===== config.mk =====
export PLATFORM = sky130hd
export DESIGN_NAME = npn_lut_eval
export DESIGN_NICKNAME = d
export VERILOG_FILES = /design/src/rtl/npn_lut_eval.sv
export SDC_FILE = /design/constraint.sdc
export NUM_CORES = 1
export LEC_CHECK = 0
export CAP_MARGIN = 5
export CELL_PAD_IN_SITES_DETAIL_PLACEMENT = 1
export CELL_PAD_IN_SITES_GLOBAL_PLACEMENT = 1
export CORE_MARGIN = 2
export CORE_UTILIZATION = 42
export CTS_CLUSTER_DIAMETER = 60
export DETAILED_ROUTE_END_ITERATION = 8
export GPL_TIMING_DRIVEN = 0
export PLACE_DENSITY_LB_ADDON = 0.1
export SYNTH_ARGS = -nofsm -noshare
export SYNTH_HDL_FRONTEND = slang
export SYNTH_SLANG_ARGS = --single-unit

===== constraint.sdc =====
create_clock -name clk -period 2.3 [get_ports clk]
set_input_delay 0.46 -clock clk [delete_from_list [all_inputs] [get_ports clk]]
set_output_delay 0.46 -clock clk [all_outputs]
set_load 0.05 [all_outputs]

===== src/rtl/npn_lut_eval.sv =====
// rtl/npn_lut_eval.sv - pipelined NPN-transformed truth-table evaluator with streamed, drain-then-commit reconfiguration.
// Optional macro NPN_PERM_EN builds the input permutation stage; without it the transform is negation only.
module npn_lut_eval #(
  parameter int N  = 4,
  parameter int CW = 8,
  parameter int PW = $clog2(N)
) (
  input  logic            clk,
  input  logic            rst_n,
  input  logic            cfg_valid,
  output logic            cfg_ready,
  input  logic [CW-1:0]   cfg_data,
  input  logic            cfg_last,
  input  logic [N*PW-1:0] cfg_perm,
  input  logic [N-1:0]    cfg_neg,
  input  logic            cfg_oneg,
  output logic            cfg_err,
  input  logic            in_valid,
  output logic            in_ready,
  input  logic [N-1:0]    in_x,
  output logic            out_valid,
  input  logic            out_ready,
  output logic            out_y
);

  localparam int TBL   = 1 << N;
  localparam int BEATS = TBL / CW;
  localparam int CNTW  = (BEATS > 1) ? $clog2(BEATS) : 1;

  typedef enum logic [1:0] {S_IDLE, S_LOAD, S_DRAIN} state_e;

  state_e            state_q, state_d;
  logic [CNTW-1:0]   cnt_q, cnt_d;
  logic              err_q, err_d;
  logic [TBL-1:0]    sh_tbl_q, sh_tbl_d;
  logic [N-1:0]      sh_neg_q, sh_neg_d;
  logic              sh_oneg_q, sh_oneg_d;
  logic [TBL-1:0]    tbl_q;
  logic [N-1:0]      neg_q;
  logic              oneg_q;

  logic              s1_valid_q, s2_valid_q;
  logic [N-1:0]      s1_x_q;
  logic              s2_y_q;
  logic [N-1:0]      x_tr;

  logic              beat_acc, at_end, pipe_empty, commit;
  logic              s1_can_take, s2_can_take;

`ifdef NPN_PERM_EN
  function automatic logic [N*PW-1:0] ident_perm();
    logic [N*PW-1:0] p;
    p = '0;
    for (int i = 0; i < N; i++) p[i*PW +: PW] = PW'(i);
    return p;
  endfunction

  localparam logic [N*PW-1:0] PERM_ID = ident_perm();

  logic [N*PW-1:0]   sh_perm_q, sh_perm_d;
  logic [N*PW-1:0]   perm_q;
  logic [PW-1:0]     sel;
`else
  logic              unused_perm;
  assign unused_perm = ^cfg_perm;
`endif

  assign pipe_empty  = !s1_valid_q && !s2_valid_q;
  assign s2_can_take = !s2_valid_q || out_ready;
  assign s1_can_take = !s1_valid_q || s2_can_take;
  assign beat_acc    = cfg_valid && cfg_ready;
  assign at_end      = (cnt_q == CNTW'(BEATS - 1));

  // Config FSM: state register plus shadow/active configuration storage
  always_ff @(posedge clk or negedge rst_n) begin
    if (!rst_n) begin
      state_q   <= S_IDLE;
      cnt_q     <= '0;
      err_q     <= 1'b0;
      sh_tbl_q  <= '0;
      sh_neg_q  <= '0;
      sh_oneg_q <= 1'b0;
      tbl_q     <= '0;
      neg_q     <= '0;
      oneg_q    <= 1'b0;
`ifdef NPN_PERM_EN
      sh_perm_q <= PERM_ID;
      perm_q    <= PERM_ID;
`endif
    end else begin
      state_q   <= state_d;
      cnt_q     <= cnt_d;
      err_q     <= err_d;
      sh_tbl_q  <= sh_tbl_d;
      sh_neg_q  <= sh_neg_d;
      sh_oneg_q <= sh_oneg_d;
`ifdef NPN_PERM_EN
      sh_perm_q <= sh_perm_d;
`endif
      if (commit) begin
        tbl_q  <= sh_tbl_q;
        neg_q  <= sh_neg_q;
        oneg_q <= sh_oneg_q;
`ifdef NPN_PERM_EN
        perm_q <= sh_perm_q;
`endif
      end
    end
  end

  // Next state: a last flag that disagrees with the beat position is a framing error
  always_comb begin
    state_d   = state_q;
    cnt_d     = cnt_q;
    err_d     = 1'b0;
    sh_tbl_d  = sh_tbl_q;
    sh_neg_d  = sh_neg_q;
    sh_oneg_d = sh_oneg_q;
`ifdef NPN_PERM_EN
    sh_perm_d = sh_perm_q;
`endif
    case (state_q)
      S_IDLE, S_LOAD: begin
        if (beat_acc) begin
          sh_tbl_d[int'(cnt_q)*CW +: CW] = cfg_data;
          if (cfg_last != at_end) begin
            err_d    = 1'b1;
            state_d  = S_IDLE;
            cnt_d    = '0;
            sh_tbl_d = '0;
          end else if (cfg_last) begin
            state_d   = S_DRAIN;
            cnt_d     = '0;
            sh_neg_d  = cfg_neg;
            sh_oneg_d = cfg_oneg;
`ifdef NPN_PERM_EN
            sh_perm_d = cfg_perm;
`endif
          end else begin
            state_d = S_LOAD;
            cnt_d   = cnt_q + CNTW'(1);
          end
        end
      end
      S_DRAIN: begin
        if (pipe_empty) state_d = S_IDLE;
      end
      default: begin
        state_d = S_IDLE;
        cnt_d   = '0;
      end
    endcase
  end

  always_comb begin
    cfg_ready = (state_q != S_DRAIN);
    in_ready  = (state_q != S_DRAIN) && s1_can_take;
    commit    = (state_q == S_DRAIN) && pipe_empty;
    cfg_err   = err_q;
  end

  always_comb begin
    x_tr = '0;
`ifdef NPN_PERM_EN
    sel = '0;
`endif
    for (int i = 0; i < N; i++) begin
`ifdef NPN_PERM_EN
      sel = perm_q[i*PW +: PW];
      if (int'(sel) < N) x_tr[i] = in_x[sel] ^ neg_q[i];
      else               x_tr[i] = in_x[i] ^ neg_q[i];
`else
      x_tr[i] = in_x[i] ^ neg_q[i];
`endif
    end
  end

  // Two-stage pipeline: stage 1 holds the transformed vector, stage 2 the looked-up result
  always_ff @(posedge clk or negedge rst_n) begin
    if (!rst_n) begin
      s1_valid_q <= 1'b0;
      s1_x_q     <= '0;
      s2_valid_q <= 1'b0;
      s2_y_q     <= 1'b0;
    end else begin
      if (s1_can_take) begin
        s1_valid_q <= in_valid && in_ready;
        if (in_valid && in_ready) s1_x_q <= x_tr;
      end
      if (s2_can_take) begin
        s2_valid_q <= s1_valid_q;
        if (s1_valid_q) s2_y_q <= tbl_q[s1_x_q] ^ oneg_q;
      end
    end
  end

  assign out_valid = s2_valid_q;
  assign out_y     = s2_y_q;

endmodule


* After elaboration in Yosys (flattened, before gate mapping)
Index checks and enable logic that the tools add are counted.
** Cells by class
- Add/subtract/negate cells :: 2
- Magnitude comparators :: 1
- Equality and inequality tests :: 6
- Shifts and indexed selects :: 2
- Muxes and demuxes :: 16
- Bitwise gates (word level) :: 7
- Reduce and logical (&&, ||, !) cells :: 17
** Operators with widths (number)
- negator 4 -> 33 bit :: 1
- variable shift 8 x 33 -> 16 bit, first input constant :: 1
- variable part select 8 x 33 -> 16 bit :: 1
- bitwise mux 16 bit :: 1
- two-way mux 16 bit :: 1
- AND reduction 2 bit :: 5
- two-way mux 2 bit :: 4
- two-way mux 1 bit :: 7
- inequality test 2 bit, second input constant :: 3
- logical AND 1 bit :: 5
- less-than comparator 4 x 5 -> 1 bit, second input constant :: 1
- XOR 1 bit :: 5
- binary-select mux 1 bit (select 4 bit) :: 1
- one-hot mux 2 bit (2 select lines) :: 1
- AND reduction 4 bit :: 1
- == test 2 x 1 -> 1 bit, second input constant :: 1
- == test 2 bit, second input constant :: 1
- logical NOT 1 bit :: 2
- logical NOT 2 bit :: 1
- logical OR 1 bit :: 2
- inverter 1 bit :: 2
- one-hot mux 1 bit (2 select lines) :: 1
- OR reduction 2 bit :: 1
- adder 1 bit, second input constant :: 1
- inequality test 1 bit :: 1
** Storage, ports and cells
- Register bits :: 53
- Input port bits :: 31
- Output and inout bits :: 5
- Word-level logic and storage cells :: 64

* Longest topological paths before layout
Gate-level depths: netlist of the first run.
- Depth in word-level cells :: 6
- Depth in mapped cells :: 6
- Mapped depth without buffers :: 5

* Least setup slack after synthesis of the first run
Ideal clock, no wire load.
- Path kind :: register to register
- Start :: register state_q[1]
- End :: register s1_x_q[0]
- Setup time :: 125 ps
- Arrival :: 2783 ps
- Data required time :: 2175 ps
- Path slack :: -608 ps
- Cell stages (with the launch flop) :: 5
- Buffers on the path :: 0
- Period minus slack after synthesis :: 2908 ps
- Cells stage by stage :: dfrtp_1 > nand2b_1 > a21boi_0 > nand2_1 > mux2_2
** On the way
- Longest elaborated chain between the ends :: 4
** RTL lines
- start: declaration :: RTL line 32 : state_e state_q, state_d;
- start signal: assignment :: RTL line 91 : state_q <= state_d;
- inequality test 2 bit
- via cfg_ready :: RTL line 11 : output logic cfg_ready,
- logical AND 1 bit :: RTL line 157 : in_ready = (state_q != S_DRAIN) && s1_can_take;
- via in_ready :: RTL line 19 : output logic in_ready,
- logical AND 1 bit :: RTL line 188 : if (in_valid && in_ready) s1_x_q <= x_tr;
- AND reduction 2 bit (no line)
- end signal: assignment :: RTL line 188
- end: declaration :: RTL line 43 : logic [N-1:0] s1_x_q;
The timed path passes the listed nets, and every way through them passes these cells.
A chain may end at the register's enable or synchronous reset.

* Worst setup path in the final report of the first run
- Start :: register state_q[1]
- End :: output in_ready
** On the way
- Longest elaborated chain between the ends :: 2
** RTL lines (RTL line)
- inequality test 2 bit :: 157
- logical AND 1 bit :: 157
- end: declaration :: 19
Every way passes these cells.

==> summary.md, run 1 <==
| Metric | Value |
|---|---|
| Status | complete, no violations |
| Final hold violations | 0 |
| CTS Hold Buffers Added | 0 |
| DR iter-0 viols | 76 |
| Drt pass-1 iters | 4 |
| Worst hold path class | input pin to asynchronous set/reset pin |
| Placer Congestion | 0.776 |
| CTS sink count | 53 |
| Vias in the first global route | ~1500 |
| First-pass GRT wire length | around 7.8 mm |
| Fmax | around 460 MHz |
| Mean post-synth cell area | 12.8 µm² |
| Total of max-cap violations | 0 |
| Clock Pin Slew Worst Setup and Hold Paths | around 100 ps |
| Peak VDD IR | about 0.6 mV |
| Core box area | a little over 5000 µm² |
| Die X | between 70 and 80 µm |
| Commonest non-fill, non-tap cell in the layout | dfrtp_1 |
| Layout area overhead | 20.8% |
| Worst EP arrival | around 1700 ps |
| Critical path's slowest cell | dlygate4sd2_1 |
| Tcrit/Tclk final | 0.949 |
| Largest net degree at the start of global routing | 28 |
| All-Layer GR Usage | 0.172 |
| DRC viols | 0 |
| Synth warnings | 0 |
| Via count | roughly 1400 |
| Clk_lat worst skew | approximately 310 ps |
| Die Ht | approximately 77 µm |
| CTS tree | built |
| Finished Core Util | 0.528 |
| Final WL | between 4 and 5 mm |
| Minimum clock period | roughly 2200 ps |
| Top_reg_cell synth | dfrtp_1 |
| CP startpoint kind | register |
| Max-slew headroom | 0.581 |
| GR Overflow Total | 0 |
| Initial antenna violation count | 0 |
| Nets | between 200 and 250 |
| Worst Path Max Fanout | 5 |
| Critical Path RT | 1840 ps |
| Dpl cell area | around 2600 µm² |
| Final setup TNS | 0 ps |
| Skew final | ~11 ps |
| Post-synth design cell area | approximately 2200 µm² |
| Port-buffer cells | 27 |
| Mapped Nets | between 200 and 250 |
| Static Leakage | 1.24 nW |
| Worst slew pin tran | around 630 ps |
| EDFF count, synth | 0 |
| Yosys top cell area share | 0.591 |
| Inserted Diodes | 0 |
| Mapped Cells | 175 |
| DR WL/cell | around 16 µm |
| Share of layout cells above drive strength 1 | 0.209 |
| Sequential share of the synthesized area | 0.591 |
| Most frequent cells in the layout | 53 x dfrtp_1, 36 x nand2_1, 30 x mux2_2 |
| CTS Root Cell | clkbuf_8 |
| Maximum clock path buffer count | 2 |
| Post-synthesis async set-or-reset flop share | 1.00 |
| Post-route ant nets | 0 |
| H-tree depth | 2 |
| Crit path kind | register to output pin |
| FF+latch count, synth | 53 |
| # setup viols final | 0 |
| Initial Utilization | 0.437 |
| Area leader, netlist | dfrtp_1 |
| Pwr dens | ~1200 nW/µm² |
| Die area | between 5000 and 6000 µm² |
| Crit-path cells | nand2b_1 > a21boi_2 > dlygate4sd2_1 |
| Post-synth cell types | 22 |
| Critical path's largest stage delay | 540 ps |
| FF-to-FF setup slack | between 300 and 400 ps |
| CTS buffer count | 5 |
| RSZ-0062 raised after global routing | false |
| Critical Path Sink Type | output pin |
| Slew Viols, Final | 0 |
| Dpl hpwl | 3.63 mm |
| Fin area | 2710 µm² |
| Synth top area cells | dfrtp_1 59%, mux2_2 15%, nand2_1 6.0% |
| Row cnt | 26 |
| # IOs | 36 |
| Routed vias/inst | between 5 and 6 |
## state kept, by name, indices dropped and copies added (netlist names)
signal      flops
tbl_q          16
oneg_q          1
out_y           1
s1_valid_q      1
sh_tbl_q       16
cfg_err         1
neg_q           4
s1_x_q          4
out_valid       1
state_q         2
sh_oneg_q       1
sh_neg_q        4
at_end          1
## through the flow
step	instances	setup slack (ps)	total power, mW	hold slack, ps
after global placement	272	-640	2.58	471
after floorplan	175	187	2.27	164
final	281	117	3.17	160
after global routing	281	46.6	3.39	195
after detailed placement	273	-140	2.69	480
after CTS	281	105	3.21	171
## synthesized netlist by cell type (all sizes together), types with 2 or more instances
cell type   n
mux2i       2
o21ai      17
mux4        5
dfrtp      53
nand2      36
clkbuf      2
mux2       30
ha          4
inv         2
xor2        4
nor2b       2
buf         2
nand2b      5
nor2        4
## kinds of logic after synthesis
| kind of cell | share of synthesized area |
|---|---|
| adders and majority gates | 0.0223 |
| and+or+nand+nor | 0.0914 |
| AOI/OAI and AO/OA | 0.0490 |
| buffers and inverters | 0.0111 |
| muxes | 0.216 |
| xor gates and xnor gates | 0.0195 |
| DFF | 0.591 |
## area by class of cell
| class | count | area [µm²] |
|---|---|---|
| fill | 570 | 2430 |
| sequential | 53 | 1330 |
| clock buffer | 5 | 68.8 |
| timing repair buffer | 28 | 283 |
| tap | 70 | 87.6 |
| multi-input combinational | 116 | 898 |
| buffer | 4 | 17.5 |
| inverter | 2 | 7.51 |
| clock inverter | 3 | 25.0 |
## worst paths after layout
| check | start | endpoint | depth (start not counted) |
|---|---|---|---|
| min in group clk | sh_tbl_q[10] | sh_tbl_q[10] | 2 |
| max | state_q[1] | in_ready | 3 |
| max reg2reg | s1_x_q[2] | out_y | 4 |
| max in group asynchronous | rst_n | tbl_q[11] | 2 |
| min reg2reg | sh_tbl_q[10] | sh_tbl_q[10] | 2 |
| min | rst_n | state_q[0] | 1 |
## critical path, delay by kind of cell (launching register included)
kind	cells	cell delay [ps]
buf+inv	1	540
flops	1	440
simple gates	1	230
compound gates	1	210
## metal layers
layer  up-vias  part of all wire  global-route usage  wire [µm]
met5         -                 0                   0          0
met4         0            0.0096              0.0429         44
met3         4             0.042              0.0435        193
met2        24              0.50               0.284       2280
met1       703              0.45               0.226       2080
li1        675                 -                   -          -
## repair_timing
| item | in CTS | in global routing |
|---|---|---|
| resized for setup | 2 | 0 |
| buffers inserted | 0 | 0 |
| endpoints found under the setup margin | 2 | 0 |
## power by group
group	internal, mW	switching, mW
combinational	0.514	0.534
sequential	1.30	0.277
clock	0.220	0.318
total	2.04	1.13
Power figures use the tool's default switching activity.
==> inputs of run 2 (changes only) <==
--- a/config.mk
+++ b/config.mk
@@ -12,7 +12,9 @@
 export CORE_UTILIZATION = 42
 export CTS_CLUSTER_DIAMETER = 60
 export DETAILED_ROUTE_END_ITERATION = 8
+export GPL_ROUTABILITY_DRIVEN = 0
 export GPL_TIMING_DRIVEN = 0
+export MAX_ROUTING_LAYER = met4
 export PLACE_DENSITY_LB_ADDON = 0.1
 export SYNTH_ARGS = -nofsm -noshare
 export SYNTH_HDL_FRONTEND = slang
==> run 2 against run 1 <==
Routed wire length is 0.24% lower. Global-route usage is 0.52 points higher. Fmax is 0.12% higher. Sequential power is essentially flat. Cell count did not move. Total power is essentially flat. Count of clock-buffer cells in the layout did not move. Via count up 0.64%.
==> summary.md, run 2 (same netlist as run 1, synthesis figures left out) <==
| Metric | Value |
|---|---|
| Routed vias/inst | 5.04 (+0.64%) |
| Commonest non-fill, non-tap cell in the layout | dfrtp_1 |
| Fmax | 459 MHz (+0.12%) |
| Port-buffer cells | 27 (unchanged) |
| H-tree depth | 2 (unchanged) |
| WP buf/inv | 1 (unchanged) |
| Final WS setup | 119 ps (+2.59 ps) |
| FF-to-FF setup slack | 320 ps (about the same) |
| Hold WS | 160 ps (+0.460 ps) |
| Via count | 1415 (+0.64%) |
| Clk_lat worst skew | 310 ps (about the same) |
| Drt pass-1 iters | 4 (unchanged) |
| Worst hold path class | input pin to asynchronous set/reset pin |
| Crit-path cells | nand2b_1 > a21boi_2 > dlygate4sd2_1 |
| Die X | 77.1 µm (unchanged) |
| Dpl ws | -140 ps (unchanged) |
| Critical R2R Launch | s1_x_q[2] |
| First-pass GRT wire length | 7.85 mm (about the same) |
| Core box area | 5140 µm² (unchanged) |
| Crit path depth | 3 (unchanged) |
| Max-slew headroom | 0.578 (-0.00268) |
| CTS tree | built |
| Initial Utilization | 0.437 (unchanged) |
| Worst r2r path cells | 4 (unchanged) |
| GR Overflow Total | 0 (unchanged) |
| All-Layer GR Usage | 0.177 (+0.00517) |
| Pwr dens | 1170 nW/µm² (about the same) |
| Final hold violations | 0 (unchanged) |
| Critical Path RT | 1840 ps (about the same) |
| Nets | 245 (unchanged) |
| CP startpoint kind | register |
| Worst EP arrival | 1720 ps (about the same) |
| Inserted Diodes | 0 (unchanged) |
| Peak VDD IR | 0.599 mV (about the same) |
| Row cnt | 26 (unchanged) |
| Maximum clock path buffer count | 2 (unchanged) |
| Layout area overhead | 20.8% (unchanged) |
| Vias in the first global route | 1524 (+0.26%) |
| Critical path's slowest cell | dlygate4sd2_1 |
| CTS Hold Buffers Added | 0 (unchanged) |
| DR iter-0 viols | 83 (+9.2%) |
| Static Leakage | 1.24 nW (unchanged) |
| Status | complete, no violations |
| Crit path kind | register to output pin |
| RSZ-0062 raised after global routing | false |
| Worst slew pin tran | 633 ps (+4.02 ps) |
| Overall power | 3.16 mW (about the same) |
| Share of layout cells above drive strength 1 | 0.209 (unchanged) |
| Die area | 5950 µm² (unchanged) |
| Total of max-cap violations | 0 (unchanged) |
| Critical path's largest stage delay | 540 ps (about the same) |
| CTS Root Cell | clkbuf_8 |
| Clock Pin Slew Worst Setup and Hold Paths | 100 ps (about the same) |
| Slew Viols, Final | 0 (unchanged) |
| DRC viols | 0 (unchanged) |
| CTS buffer count | 5 (unchanged) |
| RR Endpoint | out_y |
| Largest net degree at the start of global routing | 28 (unchanged) |
| Final WL | 4.59 mm (-0.24%) |
| # IOs | 36 (unchanged) |
| Largest regs | sh_tbl_q: 16 flops, tbl_q: 16 flops |
| Tcrit/Tclk final | 0.948 (-0.00113) |
| Critical Path Sink Type | output pin |
| Skew final | 12.0 ps (+0.686 ps) |
| DR WL/cell | 16.3 µm (-0.24%) |
| Post-route ant nets | 0 (unchanged) |
| Initial antenna violation count | 0 (unchanged) |
| Worst Path Max Fanout | 5 (unchanged) |
| Delay-heaviest family, CP | buffers and inverters |
| Dpl hpwl | 3.63 mm (unchanged) |
| Die Ht | 77.1 µm (unchanged) |
| Most frequent cells in the layout | 53 x dfrtp_1, 36 x nand2_1, 30 x mux2_2 |
| # setup viols final | 0 (unchanged) |
| CTS sink count | 53 (unchanged) |
| Minimum clock period | 2180 ps (-2.59 ps) |
run 2: cell counts in the layout (fill, tap and decap cells not counted):
Identical to the previous run, type by type.
run 2: final cells by class:
type                    count  area [µm²]
clock buffers               5        68.8
inverters                   2        7.51
clock inverters             3        25.0
well taps                  70        87.6
plain buffers               4        17.5
repair buffers             28         283
flip-flops and latches     53        1330
fillers                   570        2430
multi-input cells         116         898
run 2: metal layers:
layer  GRT usage  wire length [µm]  vias up
met2       0.283              2280       26
met1       0.228              2060      709
li1            -                 -      676
met3      0.0435               214        4
met5           -                 0        -
met4      0.0429                44        0
run 2: worst max path at each step:
| stage | slack, ps | endpoint | start |
|---|---|---|---|
| floorplan | 190 | s1_x_q[0] | state_q[1] |
| finish | 120 | in_ready | state_q[1] |
| CTS | 100 | in_ready | state_q[1] |
| global route | 50 | in_ready | state_q[1] |
| global placement | -640 | tbl_q[11] | rst_n |
| detailed placement | -140 | in_ready | out_ready |
run 2: power by group:
part / internal, mW / total (mW) / switching (mW)
registers: 1.30 / 1.58 / 0.276
logic: 0.514 / 1.05 / 0.532
clock network: 0.220 / 0.538 / 0.318
run 2: timing repair:
action	4_1_cts	5_1_grt
setup endpoints to repair	2	0
setup buffers	0	0
resized for setup	2	0
hold endpoints to repair	0	0
run 2: per-stage QoR:
stage / std cells / TNS [ps] / area [µm²] / utilization
2_1_floorplan: 175 / 0 / 2250 / -
3_3_place_gp: 272 / -33930 / 2610 / 0.507
3_5_place_dp: 273 / -140 / 2620 / 0.510
4_1_cts: 281 / 0 / 2710 / 0.528
5_1_grt: 281 / 0 / 2710 / 0.528
6_report: 281 / 0 / 2710 / 0.528
